[src/rtl/axi_lite_pkg.sv]
// Shared AXI4-Lite definitions: response codes, register index field, byte merge.
package axi_lite_pkg;

   localparam logic [1:0] RESP_OKAY   = 2'b00;
   localparam logic [1:0] RESP_SLVERR = 2'b10;

   localparam int ADDR_LSB = 2;
   localparam int IDX_MSB  = 11;
   localparam int IDX_W    = IDX_MSB - ADDR_LSB + 1;

   function automatic logic [31:0] byte_merge(input logic [31:0] old_val,
                                              input logic [31:0] new_val,
                                              input logic [3:0]  strb);
      logic [31:0] res;
      for (int b = 0; b < 4; b++) begin
         res[8*b +: 8] = strb[b] ? new_val[8*b +: 8] : old_val[8*b +: 8];
      end
      return res;
   endfunction

endpackage

[src/rtl/axi_lite_responder.sv]
// AXI4-Lite register file responder: independent AW/W holding registers,
// single outstanding B and R responses, flat register export with write strobes.
module axi_lite_responder
   import axi_lite_pkg::*;
#(
   parameter int NUM_REGS   = 8,
   parameter int ADDR_WIDTH = 32
) (
   input  logic                     s_axi_aclk,
   input  logic                     s_axi_aresetn,
   input  logic [ADDR_WIDTH-1:0]    s_axi_awaddr,
   input  logic [2:0]               s_axi_awprot,
   input  logic                     s_axi_awvalid,
   output logic                     s_axi_awready,
   input  logic [31:0]              s_axi_wdata,
   input  logic [3:0]               s_axi_wstrb,
   input  logic                     s_axi_wvalid,
   output logic                     s_axi_wready,
   output logic [1:0]               s_axi_bresp,
   output logic                     s_axi_bvalid,
   input  logic                     s_axi_bready,
   input  logic [ADDR_WIDTH-1:0]    s_axi_araddr,
   input  logic [2:0]               s_axi_arprot,
   input  logic                     s_axi_arvalid,
   output logic                     s_axi_arready,
   output logic [31:0]              s_axi_rdata,
   output logic [1:0]               s_axi_rresp,
   output logic                     s_axi_rvalid,
   input  logic                     s_axi_rready,
   output logic [NUM_REGS*32-1:0]   reg_out,
   output logic [NUM_REGS-1:0]      wr_stb
);

   localparam logic [IDX_W:0] NUM_REGS_L = (IDX_W+1)'(NUM_REGS);

   logic             aw_full, w_full;
   logic [IDX_W-1:0] aw_idx, ar_idx;
   logic [31:0]      w_data, rd_val;
   logic [3:0]       w_strb;
   logic             commit, wr_in_range, rd_in_range;
   logic [31:0]      regs [NUM_REGS];

   // Protection bits and address bits outside the index field carry no meaning here.
   logic unused_addr_bits;
   assign unused_addr_bits = ^{s_axi_awprot, s_axi_arprot, s_axi_awaddr, s_axi_araddr};

   assign s_axi_awready = !aw_full;
   assign s_axi_wready  = !w_full;
   assign s_axi_arready = !s_axi_rvalid;

   assign commit      = aw_full && w_full && (!s_axi_bvalid || s_axi_bready);
   assign wr_in_range = {1'b0, aw_idx} < NUM_REGS_L;
   assign ar_idx      = s_axi_araddr[IDX_MSB:ADDR_LSB];
   assign rd_in_range = {1'b0, ar_idx} < NUM_REGS_L;

   always_comb begin
      rd_val = '0;
      for (int i = 0; i < NUM_REGS; i++) begin
         if (ar_idx == IDX_W'(i)) rd_val = regs[i];
      end
   end

   always_ff @(posedge s_axi_aclk or negedge s_axi_aresetn) begin
      if (!s_axi_aresetn) begin
         aw_full      <= 1'b0;
         w_full       <= 1'b0;
         aw_idx       <= '0;
         w_data       <= '0;
         w_strb       <= '0;
         s_axi_bvalid <= 1'b0;
         s_axi_bresp  <= RESP_OKAY;
         s_axi_rvalid <= 1'b0;
         s_axi_rdata  <= '0;
         s_axi_rresp  <= RESP_OKAY;
         wr_stb       <= '0;
      end else begin
         if (commit) begin
            aw_full <= 1'b0;
            w_full  <= 1'b0;
         end else begin
            if (s_axi_awvalid && !aw_full) begin
               aw_full <= 1'b1;
               aw_idx  <= s_axi_awaddr[IDX_MSB:ADDR_LSB];
            end
            if (s_axi_wvalid && !w_full) begin
               w_full <= 1'b1;
               w_data <= s_axi_wdata;
               w_strb <= s_axi_wstrb;
            end
         end

         // bresp only moves at a commit, so it stays put while bvalid waits on bready.
         if (commit) begin
            s_axi_bvalid <= 1'b1;
            s_axi_bresp  <= wr_in_range ? RESP_OKAY : RESP_SLVERR;
         end else if (s_axi_bready) begin
            s_axi_bvalid <= 1'b0;
         end

         for (int i = 0; i < NUM_REGS; i++) begin
            wr_stb[i] <= commit && wr_in_range && (aw_idx == IDX_W'(i));
         end

         if (s_axi_arvalid && !s_axi_rvalid) begin
            s_axi_rvalid <= 1'b1;
            s_axi_rdata  <= rd_in_range ? rd_val : 32'h0;
            s_axi_rresp  <= rd_in_range ? RESP_OKAY : RESP_SLVERR;
         end else if (s_axi_rready) begin
            s_axi_rvalid <= 1'b0;
         end
      end
   end

   always_ff @(posedge s_axi_aclk or negedge s_axi_aresetn) begin
      if (!s_axi_aresetn) begin
         for (int i = 0; i < NUM_REGS; i++) regs[i] <= '0;
      end else begin
         for (int i = 0; i < NUM_REGS; i++) begin
            if (commit && wr_in_range && (aw_idx == IDX_W'(i))) begin
               regs[i] <= byte_merge(regs[i], w_data, w_strb);
            end
         end
      end
   end

   for (genvar g = 0; g < NUM_REGS; g++) begin : g_reg_out
      assign reg_out[32*g +: 32] = regs[g];
   end

endmodule
[config.mk]
export PLATFORM = sky130hd
export DESIGN_NAME = axi_lite_responder
export DESIGN_NICKNAME = d
export VERILOG_FILES = /design/src/rtl/axi_lite_pkg.sv /design/src/rtl/axi_lite_responder.sv
export SDC_FILE = /design/constraint.sdc
export NUM_CORES = 1
export LEC_CHECK = 0
export BUFFER_PORTS_ARGS = -buffer_cell sky130_fd_sc_hd__buf_2
export CORE_UTILIZATION = 35
export CTS_CLUSTER_DIAMETER = 200
export DETAILED_ROUTE_END_ITERATION = 10
export PLACE_DENSITY = 0.63
export SKIP_LAST_GASP = 1
export SYNTH_ARGS = -nofsm -noshare
export SYNTH_HDL_FRONTEND = slang
export SYNTH_SLANG_ARGS = --single-unit
[constraint.sdc]
create_clock -name s_axi_aclk -period 3.9 [get_ports s_axi_aclk]
set_input_delay 0.585 -clock s_axi_aclk [delete_from_list [all_inputs] [get_ports s_axi_aclk]]
set_output_delay 0.585 -clock s_axi_aclk [all_outputs]
set_load 0.05 [all_outputs]
==> impl_metrics.csv, run 1 <==
group,metric,value,unit
pwr,power_frac_seq,0.460,
place,place.gp.congestion,0.791,
global_route,grt_usage,0.217,
place,io_buffers,365,
sta,fmax,378,MHz
cts,holdBufCountCts,0,
global_route,grt_pass1_wl,72.0,mm
cells_and_area,drive_gt1_frac,0.534,
sta,rsz0062_at_grt,"no",
worst_setup_path,worstPathArrival,3060,ps
routing,routed_wl,48.3,mm
synth,synth.distinct_cells,40,
sta,finalSetupTns,0,ps
worst_setup_path,path_delay_family,"simple AND/OR/NAND/NOR gates",
routing,route.detailed.drc,0,
sta,setup-violations-final,0,
synth,syn-instance-count,1088,
cts,post-cts-setup-buffers,0,
worst_setup_path,crit_type,"reg -> reg",
floorplan,dieArea,44200,sq um
pwr,p_int,6.72,mW
synth,avgSynthCellArea,14.0,sq um
sta,drv_slew,0,
cells_and_area,seqCellArea,8710,sq um
floorplan,core-area,42300,sq um
worst_setup_path,end_kind,"flip-flop",
pwr,totalPowerFinal,10.0,mW
worst_setup_path,cp_max_fo,23,
worst_setup_path,crit_slowest_cell,"nor3_2",
floorplan,initial_utilization,0.359,
pwr,worst_ir_drop_vdd,0.340,mV
worst_setup_path,path_common_cell,"buf_4",
pwr,combPwrFrac,0.178,
cells_and_area,fillers,3934,
synth,netlist_area,15200,sq um
routing,routed.top_layer,"met5",
cells_and_area,multi_input_area,6200,sq um
cts,clock_latency,550,ps
routing,dr.pass1.iters,5,
global_route,overflow,0,
cts,cts_num_sinks,348,
routing,via_per_inst,5.28,
sta,worst_slack,1260,ps
routing,drtIter0Drc,510,
sta,fin_skew,11.0,ps
sta,hold_viol,0,
cells_and_area,layout_commonest_cell,"buf_2",
sta,period_share,0.678,
floorplan,dieHeight,210,um
floorplan,fp.dieW,210,um
global_route,antenna_found_initial,6,
synth,synth-warning-count,0,
cts,clk_pin_slew,60,ps
worst_setup_path,slowest_delay,580,ps
cells_and_area,fin_nets,1578,
job,cap_violations,0,
synth,ys_seq_area_frac,0.574,
pwr,p_sw_frac,0.329,
global_route,grt_max_degree,125,
floorplan,num_io_pins,418,
pwr,power_density,525,nW/um^2
sta,min_period,2640,ps
routing,dr_wl_met3,2.70,mm
worst_setup_path,critPathBufInv,2,
status,status,"completed",
routing,routedWlPerCell,23.3,um
cts,htreeDepth,2,
routing,ant_nets,0,
sta,slew_headroom,0.311,
routing,wl_met1,21.7,mm
worst_setup_path,worstPathRequired,4320,ps
pwr,switching_power,3.29,mW
cts,cts_resized,0,
sta,tightest_slew,1030,ps
cells_and_area,synthToLayoutAreaGrowth,25.6,%
cells_and_area,fin_util,0.450,
worst_hold_path,worst_hold_path_type,"in -> async",
place,dpl.hpwl,32.3,mm
pwr,clkPwrFrac,0.362,
routing,vias,10900,
cts,cts_buffers,40,
worst_setup_path,worst_setup_path_start_kind,"flip-flop",
synth,ys_ff_latch,348,
pwr,power_leakage,9.94,nW
cts,cts_tree,"built",
cts,clockBufferDepth,3,
floorplan,rows,75,
routing,wl_met2,22.7,mm
cts,cts_root_buf,"clkbuf_16",
place,place_ws,1140,ps
global_route,grt_pass1_vias,11200,
worst_setup_path,path_cells,"nor3_1 -> nand4b_2 -> buf_4 -> nor3_2 -> buf_4 -> mux2_2",
cells_and_area,layout_common_cells,"361 x buf_2, 348 x dfrtp_1, 302 x mux2_2",
==> layout make-up <==
type,instances,share of cell area
flip-flops and latches,348,0.457
multi-input cells,671,0.325
repair buffers,399,0.113
clock buffers,61,0.0620
well taps,577,0.0379
clock inverters,7,0.00348
inverters,5,0.000984
diodes,3,0.000394
==> per-stage QoR <==
| stage | cell area (sq um) | hold slack [ps] | cells |
|---|---|---|---|
| finish | 19100 | 152 | 2071 |
| global route | 19100 | 205 | 2070 |
| CTS | 19100 | 187 | 2068 |
| detailed placement | 17800 | 478 | 2000 |
| global placement | 17800 | 464 | 2000 |
| floorplan | 15200 | 289 | 1089 |
==> cells in the mapped netlist <==
library cell  number  area (sq um)
conb_1             1          3.75
o21ai_0           64           320
and3_1             1          6.26
clkbuf_1          49           184
nand2b_1           7          43.8
buf_1              6          22.5
nor4_4             1          21.3
and2_0             2          12.5
o211ai_1           1          7.51
o21a_1             2          15.0
nand4_1            2          12.5
a211oi_1          29           218
nand4b_2           1          15.0
a2bb2oi_1         29           254
or2_2              2          12.5
nand2_1           11          41.3
dfrtp_1          348          8710
nor3_4             9           146
a221oi_1           2          17.5
mux2i_1           63           631
inv_1              5          18.8
buf_2              5          25.0
a32oi_1            1          8.76
nor2b_1            4          25.0
and2_1             1          6.26
a221o_1           29           290
buf_4              3          22.5
nand3b_1           3          22.5
buf_6              2          22.5
nor4bb_1           1          10.0
nor3_2            19           190
nor3_1             6          30.0
nor2_1            37           139
nand3_1            3          15.0
or3_1              4          25.0
nor4_1             1          6.26
mux4_2             2          45.0
a31oi_1            1          6.26
mux2_2           302          3400
o22ai_1           29           181
==> per-layer routing <==
layer  vias to the layer above  GRT usage
li1                       4837          -
met1                      5685      0.294
met2                       329      0.344
met3                        82     0.0496
met4                         6     0.0727
met5                         -          0
==> power groups by stage <==
stage                     Sequential [mW]  Clock [mW]  Combinational [mW]
final                                4.60        3.62                1.79
after global routing                 4.68        3.83                1.90
after CTS                            4.59        3.70                1.81
after detailed placement             4.65           0                1.81
after global placement               4.63           0                1.78
after floorplan                      4.86           0               0.878
==> registers in the layout, indices dropped and copies added (netlist names) <==
name and count:
aw_idx 10, s_axi_bvalid 1, s_axi_rresp 1, w_strb 4, aw_full 1, s_axi_rvalid 1
wr_stb 8, s_axi_rdata 32, reg_out 256, w_full 1, w_data 32, s_axi_bresp 1
==> cell families after synthesis <==
| kind of cell | synth area share |
|---|---|
| compound gates | 0.0869 |
| buf+inv | 0.0194 |
| flops | 0.574 |
| mux | 0.268 |
| other cells | 0.000247 |
| simple gates | 0.0514 |
==> worst paths after layout <==
kind	from	to	slack, ps	cells past startpoint
min in group s_axi_aclk	s_axi_rready	s_axi_rvalid$_DFFE_PN0P_	220	2
max	aw_idx[9]$_DFFE_PN0P_	reg_out[235]$_DFFE_PN0P_	1260	6
max in group asynchronous	s_axi_aresetn	reg_out[141]$_DFFE_PN0P_	2750	2
min reg2reg	s_axi_rdata[3]$_DFFE_PN0P_	s_axi_rdata[3]$_DFFE_PN0P_	480	2
min	s_axi_aresetn	reg_out[90]$_DFFE_PN0P_	150	1
max reg2reg	aw_idx[9]$_DFFE_PN0P_	reg_out[235]$_DFFE_PN0P_	1260	6
No activity file was read; power rests on OpenSTA's default activity.
==> run 2: changes to the inputs <==
- clock period: 3.9 -> 2.5 ns (I/O delays scaled with it)
==> run 2 against run 1 <==
Against the previous run:
- combinational power rose by 69%
- global-route usage grew 0.58 points
- first-iteration DRC count grew 36%
- sequential power rose by 57%
- critical endpoint is now reg_out[16]$_DFFE_PN0P_
- largest cell class unchanged
- largest power group unchanged
==> impl_metrics.csv, run 2 (same netlist as run 1, synthesis figures left out) <==
group,metric,value,unit
status,status,"completed",
floorplan,dieHeight,210,um
routing,ant_nets,0,
cts,htreeDepth,2,
routing,routed_wl,49.3,mm
floorplan,dieArea,44200,sq um
sta,setup-violations-final,0,
cells_and_area,largest_register_ffs,256,
cts,clockBufferDepth,3,
cells_and_area,fillers,3885,
cts,clk_pin_slew,60,ps
global_route,grt_pass1_vias,11600,
sta,fmax,419,MHz
sta,finalSetupTns,0,ps
place,place.gp.congestion,0.815,
pwr,power_density,817,nW/um^2
sta,whs,35.4,ps
pwr,worst_ir_drop_vdd,0.731,mV
floorplan,fp.dieW,210,um
sta,slew_headroom,0.530,
sta,drv_slew,0,
place,io_buffers,365,
routing,via_per_inst,5.27,
worst_setup_path,cp_max_fo,33,
cts,post-cts-setup-buffers,0,
cts,cts_tree,"built",
cells_and_area,layout_commonest_cell,"buf_2",
floorplan,initial_utilization,0.359,
pwr,totalPowerFinal,16.1,mW
place,dpl_cell_area,18400,sq um
cells_and_area,synthToLayoutAreaGrowth,29.6,%
place,dp_cells,2061,
sta,hold_viol,0,
worst_setup_path,worstPathArrival,2810,ps
routing,route.detailed.drc,0,
global_route,antenna_found_initial,3,
routing,vias,11300,
routing,dr.pass1.iters,5,
cells_and_area,instances_no_fill,2135,
worst_setup_path,crit_type,"reg -> reg",
place,dpl.hpwl,35.1,mm
worst_setup_path,worst_setup_path_start_kind,"flip-flop",
routing,drtIter0Drc,695,
worst_setup_path,crit_slowest_cell,"or3_1",
cells_and_area,stdcell_area,19700,sq um
worst_setup_path,worstPathRequired,2920,ps
sta,period_share,0.955,
cells_and_area,drive_gt1_frac,0.555,
worst_setup_path,path_cells,"nor4_4 -> nand4b_2 -> buf_12 -> or3_1 -> mux2_2",
routing,routedWlPerCell,23.1,um
sta,fin_skew,16.1,ps
sta,tightest_slew,705,ps
floorplan,rows,75,
cts,cts_root_buf,"clkbuf_16",
floorplan,core-area,42300,sq um
worst_setup_path,slowest_delay,590,ps
floorplan,num_io_pins,418,
worst_setup_path,end_kind,"flip-flop",
global_route,overflow,0,
worst_hold_path,worst_hold_path_type,"in -> reg",
job,cap_violations,0,
global_route,grt_max_degree,79,
global_route,grt_pass1_wl,74.2,mm
cells_and_area,fin_nets,1639,
sta,min_period,2390,ps
cells_and_area,layout_common_cells,"361 x buf_2, 348 x dfrtp_1, 302 x mux2_2",
global_route,grt_usage,0.223,
sta,rsz0062_at_grt,"no",
cts,cts_num_sinks,348,
pwr,power_leakage,10.3,nW
cts,cts_buffers,39,
cts,clock_latency,550,ps
==> run 2: cell types whose count changed in the layout (fill, tap and decap cells not counted), moves of 2 or more <==
cell and change:
buf_4 +54, bufinv_16 +2, buf_12 +7, clkinv_2 +5
clkbuf_1 -4
==> run 2: power breakdown <==
group / leakage [nW] / switching (mW) / internal (mW)
Combinational: 4.94 / 2.00 / 1.02
Clock: 0.650 / 2.32 / 3.54
Sequential: 4.74 / 0.977 / 6.23
Total: 10.3 / 5.29 / 10.8
==> run 2: cell type report <==
type	instances	area, sq um	area share
clock buffer	57	1170	0.0592
sequential	348	8710	0.442
clock inverter	13	143	0.00725
inverter	5	18.8	0.000954
tap	577	722	0.0367
antenna	3	7.51	0.000381
timing repair buffer	461	2720	0.138
multi-input combinational	671	6200	0.315
==> run 2: layer usage <==
| metal | GRT usage | share of wire | up-vias |
|---|---|---|---|
| li1 | - | - | 4952 |
| met1 | 0.301 | 0.43 | 5847 |
| met2 | 0.365 | 0.49 | 393 |
| met3 | 0.0447 | 0.066 | 57 |
| met4 | 0.0622 | 0.016 | 2 |
| met5 | 0 | 0.00024 | - |
==> run 2: repair_timing <==
action | 4_1_cts | 5_1_grt
hold endpoints to repair | 68 | 0
hold buffers | 1 | 0
gates resized for setup | 0 | 0
endpoints found under the setup margin | 0 | 0
==> run 2: metrics by stage <==
step,utilization,setup WS (ps)
3_5_place_dp,0.434,130
6_report,0.465,113
5_1_grt,0.465,18.0
3_3_place_gp,0.434,147
2_1_floorplan,-,436
4_1_cts,0.465,121
==> run 2: final timing paths <==
check,to,slack [ps],from,depth (start not counted)
setup / recovery,reg_out[16]$_DFFE_PN0P_,110,aw_idx[8]$_DFFE_PN0P_,5
hold / removal,s_axi_rvalid$_DFFE_PN0P_,40,s_axi_rready,2
setup reg to reg,reg_out[16]$_DFFE_PN0P_,110,aw_idx[8]$_DFFE_PN0P_,5
hold reg to reg,s_axi_rdata[3]$_DFFE_PN0P_,480,s_axi_rdata[3]$_DFFE_PN0P_,2
max in group asynchronous,s_axi_rdata[6]$_DFFE_PN0P_,1270,s_axi_aresetn,3
min in group asynchronous,s_axi_rdata[30]$_DFFE_PN0P_,440,s_axi_aresetn,2
==> run 2: worst max-delay path, delay by kind of cell (launching register included) <==
| family | cells | cell delay (ps) |
|---|---|---|
| buffers and inverters | 1 | 240 |
| flip-flops | 1 | 410 |
| multiplexers | 1 | 360 |
| AND/OR/NAND/NOR | 3 | 1240 |
